File: src/rtl/pipe_hazard_ctrl_if.sv
// Decode/writeback-side signal bundle for the pipeline hazard controller.
// The master modport is the pipeline side; the slave modport is the controller.
interface pipe_hazard_ctrl_if;
  logic       dc_valid;
  logic [4:0] dc_rs0;
  logic [4:0] dc_rs1;
  logic [4:0] dc_rd;
  logic       dc_regwrite;
  logic       dc_ldst_ec;
  logic       dc_is_ecall;
  logic       wb_valid;
  logic [4:0] wb_rd;
  logic       mem_done;
  logic       ecall_done;
  logic       o_dc_stall;
  logic       o_undo_ldst_ec_stall;
  logic       o_busy;
  logic [1:0] o_state;
  logic       o_sb_err;

  modport master (
    output dc_valid, dc_rs0, dc_rs1, dc_rd, dc_regwrite, dc_ldst_ec, dc_is_ecall,
    output wb_valid, wb_rd, mem_done, ecall_done,
    input  o_dc_stall, o_undo_ldst_ec_stall, o_busy, o_state, o_sb_err
  );

  modport slave (
    input  dc_valid, dc_rs0, dc_rs1, dc_rd, dc_regwrite, dc_ldst_ec, dc_is_ecall,
    input  wb_valid, wb_rd, mem_done, ecall_done,
    output o_dc_stall, o_undo_ldst_ec_stall, o_busy, o_state, o_sb_err
  );
endinterface

File: src/rtl/pipe_hazard_ctrl.sv
// Decode-side sequencing controller: per-register pending-write scoreboard for
// RAW / WAW-overflow stalls, plus a small FSM serialising load/store/ecall.
module pipe_hazard_ctrl #(
  parameter int NREG = 32,
  parameter int CNTW = 2
) (
  input logic               clk,
  input logic               reset,
  pipe_hazard_ctrl_if.slave bus
);

  typedef enum logic [1:0] {
    IDLE     = 2'd0,
    WAIT_MEM = 2'd1,
    WAIT_EC  = 2'd2,
    RELEASE  = 2'd3
  } state_e;

  localparam logic [CNTW-1:0] CNT_MAX  = {CNTW{1'b1}};
  localparam logic [CNTW-1:0] CNT_ZERO = {CNTW{1'b0}};
  localparam logic [CNTW-1:0] CNT_ONE  = {{(CNTW-1){1'b0}}, 1'b1};

  state_e          state_q, state_d;
  logic            ec_seen_q, ec_seen_d;
  logic            sb_err_q, sb_err_d;
  logic [CNTW-1:0] cnt_q [NREG];
  logic [CNTW-1:0] cnt_d [NREG];

  logic raw_s, ovf_s, stall_s, issue_s;
  logic any_pend_s, any_pend_next_s;

  // Hazard terms look only at registered counts: a same-cycle writeback is not forwarded.
  always_comb begin
    raw_s = ((bus.dc_rs0 != 5'd0) && (cnt_q[bus.dc_rs0] != CNT_ZERO)) ||
            ((bus.dc_rs1 != 5'd0) && (cnt_q[bus.dc_rs1] != CNT_ZERO));
    ovf_s = bus.dc_regwrite && (bus.dc_rd != 5'd0) && (cnt_q[bus.dc_rd] == CNT_MAX);
    stall_s = bus.dc_valid && (raw_s || ovf_s || (state_q != IDLE));
    issue_s = bus.dc_valid && !stall_s;
  end

  always_comb begin
    logic inc_v;
    logic dec_v;
    inc_v           = 1'b0;
    dec_v           = 1'b0;
    sb_err_d        = sb_err_q;
    any_pend_s      = 1'b0;
    any_pend_next_s = 1'b0;
    for (int r = 0; r < NREG; r++) begin
      cnt_d[r] = cnt_q[r];
      if (r != 0) begin
        inc_v = issue_s && bus.dc_regwrite && (bus.dc_rd == 5'(r));
        dec_v = bus.wb_valid && (bus.wb_rd == 5'(r));
        if (inc_v && !dec_v) begin
          cnt_d[r] = cnt_q[r] + CNT_ONE;
        end else if (dec_v && !inc_v) begin
          if (cnt_q[r] == CNT_ZERO) begin
            sb_err_d = 1'b1;
          end else begin
            cnt_d[r] = cnt_q[r] - CNT_ONE;
          end
        end else begin
          cnt_d[r] = cnt_q[r];
        end
      end else begin
        cnt_d[r] = CNT_ZERO;
      end
      any_pend_s      = any_pend_s || (cnt_q[r] != CNT_ZERO);
      any_pend_next_s = any_pend_next_s || (cnt_d[r] != CNT_ZERO);
    end
  end

  always_ff @(posedge clk) begin
    if (reset) begin
      state_q   <= IDLE;
      ec_seen_q <= 1'b0;
      sb_err_q  <= 1'b0;
      for (int r = 0; r < NREG; r++) begin
        cnt_q[r] <= CNT_ZERO;
      end
    end else begin
      state_q   <= state_d;
      ec_seen_q <= ec_seen_d;
      sb_err_q  <= sb_err_d;
      for (int r = 0; r < NREG; r++) begin
        cnt_q[r] <= cnt_d[r];
      end
    end
  end

  // WAIT_EC exits once the handler is done and the scoreboard drains, counting this cycle's writeback.
  always_comb begin
    state_d   = state_q;
    ec_seen_d = 1'b0;
    case (state_q)
      IDLE: begin
        if (issue_s && bus.dc_ldst_ec) begin
          state_d = bus.dc_is_ecall ? WAIT_EC : WAIT_MEM;
        end else begin
          state_d = IDLE;
        end
      end
      WAIT_MEM: begin
        if (bus.mem_done) begin
          state_d = RELEASE;
        end else begin
          state_d = WAIT_MEM;
        end
      end
      WAIT_EC: begin
        if ((ec_seen_q || bus.ecall_done) && !any_pend_next_s) begin
          state_d   = RELEASE;
          ec_seen_d = 1'b0;
        end else begin
          state_d   = WAIT_EC;
          ec_seen_d = ec_seen_q || bus.ecall_done;
        end
      end
      RELEASE: begin
        state_d = IDLE;
      end
      default: begin
        state_d = IDLE;
      end
    endcase
  end

  always_comb begin
    bus.o_dc_stall           = stall_s;
    bus.o_undo_ldst_ec_stall = (state_q == RELEASE);
    bus.o_busy               = (state_q != IDLE) || any_pend_s;
    bus.o_state              = state_q;
    bus.o_sb_err             = sb_err_q;
  end

endmodule

File: src/flat_wrapper.sv
// flat-port wrapper written by rule: the top's interface ports become plain ports
module pipe_hazard_ctrl_flat 
#(
  parameter int NREG = 32,
  parameter int CNTW = 2
)
  (clk, reset, bus_dc_valid, bus_dc_rs0, bus_dc_rs1, bus_dc_rd, bus_dc_regwrite, bus_dc_ldst_ec, bus_dc_is_ecall, bus_wb_valid, bus_wb_rd, bus_mem_done, bus_ecall_done, bus_o_dc_stall, bus_o_undo_ldst_ec_stall, bus_o_busy, bus_o_state, bus_o_sb_err);
  pipe_hazard_ctrl_if bus_i ();
  input logic clk;
  input logic reset;
  input wire logic [$bits(bus_i.dc_valid)-1:0] bus_dc_valid;
  input wire logic [$bits(bus_i.dc_rs0)-1:0] bus_dc_rs0;
  input wire logic [$bits(bus_i.dc_rs1)-1:0] bus_dc_rs1;
  input wire logic [$bits(bus_i.dc_rd)-1:0] bus_dc_rd;
  input wire logic [$bits(bus_i.dc_regwrite)-1:0] bus_dc_regwrite;
  input wire logic [$bits(bus_i.dc_ldst_ec)-1:0] bus_dc_ldst_ec;
  input wire logic [$bits(bus_i.dc_is_ecall)-1:0] bus_dc_is_ecall;
  input wire logic [$bits(bus_i.wb_valid)-1:0] bus_wb_valid;
  input wire logic [$bits(bus_i.wb_rd)-1:0] bus_wb_rd;
  input wire logic [$bits(bus_i.mem_done)-1:0] bus_mem_done;
  input wire logic [$bits(bus_i.ecall_done)-1:0] bus_ecall_done;
  output wire logic [$bits(bus_i.o_dc_stall)-1:0] bus_o_dc_stall;
  output wire logic [$bits(bus_i.o_undo_ldst_ec_stall)-1:0] bus_o_undo_ldst_ec_stall;
  output wire logic [$bits(bus_i.o_busy)-1:0] bus_o_busy;
  output wire logic [$bits(bus_i.o_state)-1:0] bus_o_state;
  output wire logic [$bits(bus_i.o_sb_err)-1:0] bus_o_sb_err;
  assign bus_i.dc_valid = bus_dc_valid;
  assign bus_i.dc_rs0 = bus_dc_rs0;
  assign bus_i.dc_rs1 = bus_dc_rs1;
  assign bus_i.dc_rd = bus_dc_rd;
  assign bus_i.dc_regwrite = bus_dc_regwrite;
  assign bus_i.dc_ldst_ec = bus_dc_ldst_ec;
  assign bus_i.dc_is_ecall = bus_dc_is_ecall;
  assign bus_i.wb_valid = bus_wb_valid;
  assign bus_i.wb_rd = bus_wb_rd;
  assign bus_i.mem_done = bus_mem_done;
  assign bus_i.ecall_done = bus_ecall_done;
  assign bus_o_dc_stall = bus_i.o_dc_stall;
  assign bus_o_undo_ldst_ec_stall = bus_i.o_undo_ldst_ec_stall;
  assign bus_o_busy = bus_i.o_busy;
  assign bus_o_state = bus_i.o_state;
  assign bus_o_sb_err = bus_i.o_sb_err;
  pipe_hazard_ctrl #(.NREG(NREG), .CNTW(CNTW)) u_core (.clk(clk), .reset(reset), .bus(bus_i));
endmodule
File: config.mk
export PLATFORM = sky130hd
export DESIGN_NAME = pipe_hazard_ctrl_flat
export DESIGN_NICKNAME = d
export VERILOG_FILES = /design/src/rtl/pipe_hazard_ctrl_if.sv /design/src/rtl/pipe_hazard_ctrl.sv /design/src/flat_wrapper.sv
export SDC_FILE = /design/constraint.sdc
export NUM_CORES = 1
export LEC_CHECK = 0
export BUFFER_PORTS_ARGS = -buffer_cell sky130_fd_sc_hd__buf_2
export CORE_MARGIN = 2
export CORE_UTILIZATION = 60
export DETAILED_ROUTE_END_ITERATION = 7
export PLACE_DENSITY = 0.78
export SLEW_MARGIN = 20
export SYNTH_ARGS = -nofsm -noshare
export SYNTH_HDL_FRONTEND = slang
export SYNTH_SLANG_ARGS = --single-unit
File: constraint.sdc
create_clock -name clk -period 4.8 [get_ports clk]
set_input_delay 0.48 -clock clk [delete_from_list [all_inputs] [get_ports clk]]
set_output_delay 0.48 -clock clk [all_outputs]
set_load 0.01 [all_outputs]
==> impl_results.md <==
* Post-DRT Antenna Nets at 0
* WL/cell at around 24 µm
* YS warnings at 0
* Simple-gate share of the synthesized area at between 30% and 40%
* # diodes at 0
* Hold Path Class: input port to register
* Leak at approximately 3.4 nW
* R2R Path End: u_core.bus.o_state[0]
* Buffers on Ports at 34
* Sinks on Clock Net at 66
* Routability cong. at between 1 and 1.5
* Post-synthesis cell type count at 83
* Pwr Total at 1.677 mW
* TritonCTS clock tree: built
* Starting DRT DRC Count at around 1.4k
* XOR/XNOR share of the synthesized area at between 3 and 4%
* Global Route Usage Sum at 43.60%
* Clk_lat worst skew at 360 ps
* PwrDens at a little under 200 nW/µm²
* Final setup margin at between 500 and 600 ps
* DRT Pass-1 Iters at 8
* CP required at ~5100 ps
* Largest net degree at the start of global routing at 43
* Shortest period the worst path allows at ~4300 ps
* Row Count at 41
* Slew margin rel. at roughly two fifths
* Sequential share of the synthesized area at between 10% and 20%
* DP HPWL at 24.43 mm
* Routed vias/inst at 7.111
* Placement Setup Slack at around 460 ps
* Cell Area, Synth at a little under 8000 µm²
* EDFF count, synth at 0
* Largest family of logic cells by synthesized area: simple AND/OR/NAND/NOR gates
* Final hold slack at about 450 ps
* First-pass GRT wire length at ~47 mm
* WHS Path Cells at 3
* Setup Skew at about 10 ps
* Layout cells sized above 1 at between 10% and 20%
* Mux cell area share after synthesis at under 10%
* Fin. Hold Viols at 0
* Vias in the first global route at ~8k
* Post-CTS sizing at 0
* Synth Area in Adders at roughly 15%
* Core area at between 10,000 and 15,000 µm²
* Endpoints failing setup at 0
* Crit path launch type: register
* Die Area at roughly 14,000 µm²
* Via Count at between 9k and 10k
* Area Growth Syn to Fin at 10.44%
* Clock root cell: clkbuf_16
* H-tree Lvls at 3
* Final wirelength at 31.11 mm
* Compound-Gate Fraction of Synth Area at between 10% and 20%
* Die width at about 120 µm
* CP arrival at 4540 ps
* RSZ-0062 raised after global routing: false
* Clk buf depth at 2
* R2r setup slk at around 530 ps
* Flops & latches, synth at 66
* Post-CTS Repair Setup Buffers at 0
* Number of CTS-inserted buffers at 9
* Final setup TNS at 0 ps
* Worst Setup SP: u_core.cnt_q[15][1]
* Peak VDD IR at between 0.15 and 0.2 mV
* Syn Nets at ~1.2k
* Reg2reg start: u_core.cnt_q[15][1]
* Async SR Flop Fraction at 0%
* Fin crit share at between 80 and 90%
* Syn avg cell area at approximately 7.5 µm²
* Actual slew at the worst max-slew pin at between 800 and 900 ps
* Hold Crit Endpoint: u_core.ec_seen_q
* Reg2Reg Depth at 14
* DR DRC count at 0
* Status: finished clean
* Synth Instances at 1,051
* CP max FO at 19
* Crit Path Class: register to register
* Chip Height at about 120 µm
* Final Util at between 60% and 70%
* HP Start: bus_ecall_done
* Initial antenna violation count at 1
* Hold buffer count at CTS at 0
* Fin nets at 1,221
* Max-slew violation count at 0
* Grt ovf at 0
* Main synth FF type: dfxtp_1
* Max-cap check violation count at 0
* Fmax at ~230 MHz
* Clock slew at reported path FFs at roughly 60 ps
* Critical path capture point type: register
* Initial Util at between 60% and 70%
* I/O pin count at 35
Yosys cell counts (4+ instances only):
cell type / n / share of area [%]
a2111oi_0: 5 / 0.56
a211o_1: 6 / 0.67
a211oi_1: 12 / 1.1
a21o_1: 6 / 0.57
a21oi_1: 22 / 1.4
a221o_1: 4 / 0.51
a22oi_1: 6 / 0.57
a31o_2: 4 / 0.45
a31oi_1: 6 / 0.48
and2_1: 6 / 0.48
and3_1: 11 / 0.88
and4_1: 6 / 0.67
buf_2: 12 / 0.76
buf_6: 4 / 0.57
clkbuf_1: 25 / 1.2
dfxtp_1: 66 / 17
ha_1: 93 / 15
inv_1: 76 / 3.6
mux2i_1: 10 / 1.3
mux4_2: 13 / 3.7
nand2_1: 106 / 5.1
nand2b_1: 15 / 1.2
nand3_1: 47 / 3.0
nand3b_1: 4 / 0.38
nand4_1: 40 / 3.2
nor2_1: 144 / 6.9
nor2b_1: 15 / 1.2
nor3_1: 48 / 3.1
nor3_2: 5 / 0.64
nor3b_1: 13 / 1.2
nor4_1: 15 / 1.2
nor4_2: 6 / 0.95
nor4_4: 4 / 1.1
o2111ai_1: 6 / 0.67
o211ai_1: 18 / 1.7
o21ai_0: 20 / 1.3
o221a_2: 4 / 0.57
o221ai_1: 14 / 1.6
o31ai_1: 11 / 1.0
or2_2: 4 / 0.32
or3_1: 28 / 2.2
or4_1: 9 / 0.86
xnor2_1: 24 / 2.7
sequential cells by signal, summed over array words and instances (netlist names):
register and count:
u_core.bus.o_sb_err 1, u_core.bus.o_state 2, u_core.cnt_q 62, u_core.ec_seen_q 1
stage by stage:
step	instance area [µm²]	std cells
after floorplan	7865	1051
after global placement	8392	1260
after detailed placement	8392	1260
after CTS	8686	1275
after global routing	8686	1275
final	8686	1275
logic make-up after synthesis:
family                   after synthesis
AND/OR/NAND/NOR                      539
multiplexers                          24
buffers and inverters                123
adder cells (fa/ha/maj)               93
XOR/XNOR                              27
AO/OA/AOI/OAI                        179
flip-flops                            66
critical path, cell delays in order, from the launching register on:
cell and delay (ps):
dfxtp_1 460, nor2_1 190, mux4_2 500, o221a_2 280, o41ai_1 70, buf_4 190, and2_2 510, nor3_2 120
buf_4 180, or3_1 310, o211ai_1 230, buf_4 210, nor3b_1 510, nand4_1 160, o31ai_1 240
power by group:
part           leakage, nW  switching (mW)  internal [mW]
clock                0.140           0.275          0.411
combinational         2.74           0.278          0.138
sequential           0.533          0.0178          0.557
total                 3.41           0.571           1.11
worst max path at each step:
stage | to | slack, ps | depth (start not counted)
2_1_floorplan | u_core.ec_seen_q | 980 | 16
4_1_cts | u_core.ec_seen_q | 680 | 13
6_report | u_core.bus.o_state[0] | 530 | 14
3_3_place_gp | u_core.bus.o_state[0] | 530 | 14
5_1_grt | u_core.ec_seen_q | 400 | 14
3_5_place_dp | u_core.bus.o_state[0] | 460 | 13
cell type report:
class,count,area [µm²]
Fill cell,1158,4036
Tap cell,172,215.2
Sequential cell,66,1321
Clock buffer,10,239.0
Multi-Input combinational cell,862,6016
Timing Repair Buffer,83,550.5
Clock inverter,5,55.05
Inverter,77,289.0
routing by layer:
| layer | vias to the layer above | GRT usage [%] | share of wire [%] |
|---|---|---|---|
| met5 | - | 0 | 0 |
| met4 | 0 | 19.05 | 4.9 |
| met3 | 143 | 16.31 | 17 |
| met2 | 737 | 59.90 | 39 |
| met1 | 4243 | 60.28 | 39 |
| li1 | 3944 | - | - |
layout by cell type, fill, tap and decap left out, types with 5 or more instances in the layout:
cell | synthesis | final
a2111oi_0 | 5 | 5
a211o_1 | 6 | 6
a211oi_1 | 12 | 12
a21o_1 | 6 | 6
a21oi_1 | 22 | 22
a22oi_1 | 6 | 6
a31oi_1 | 6 | 6
and2_1 | 6 | 6
and3_1 | 11 | 11
and4_1 | 6 | 6
buf_2 | 12 | 34
buf_4 | 3 | 48
clkbuf_16 | 0 | 9
dfxtp_1 | 66 | 66
ha_1 | 93 | 93
inv_1 | 76 | 76
mux2i_1 | 10 | 10
mux4_2 | 13 | 13
nand2_1 | 106 | 106
nand2b_1 | 15 | 15
nand3_1 | 47 | 47
nand4_1 | 40 | 40
nor2_1 | 144 | 144
nor2b_1 | 15 | 15
nor3_1 | 48 | 48
nor3_2 | 5 | 5
nor3b_1 | 13 | 13
nor4_1 | 15 | 15
nor4_2 | 6 | 6
o2111ai_1 | 6 | 6
o211ai_1 | 18 | 18
o21ai_0 | 20 | 20
o221ai_1 | 14 | 14
o31ai_1 | 11 | 11
or3_1 | 28 | 28
or4_1 | 9 | 9
xnor2_1 | 24 | 24
No activity file was read; power rests on OpenSTA's default activity.
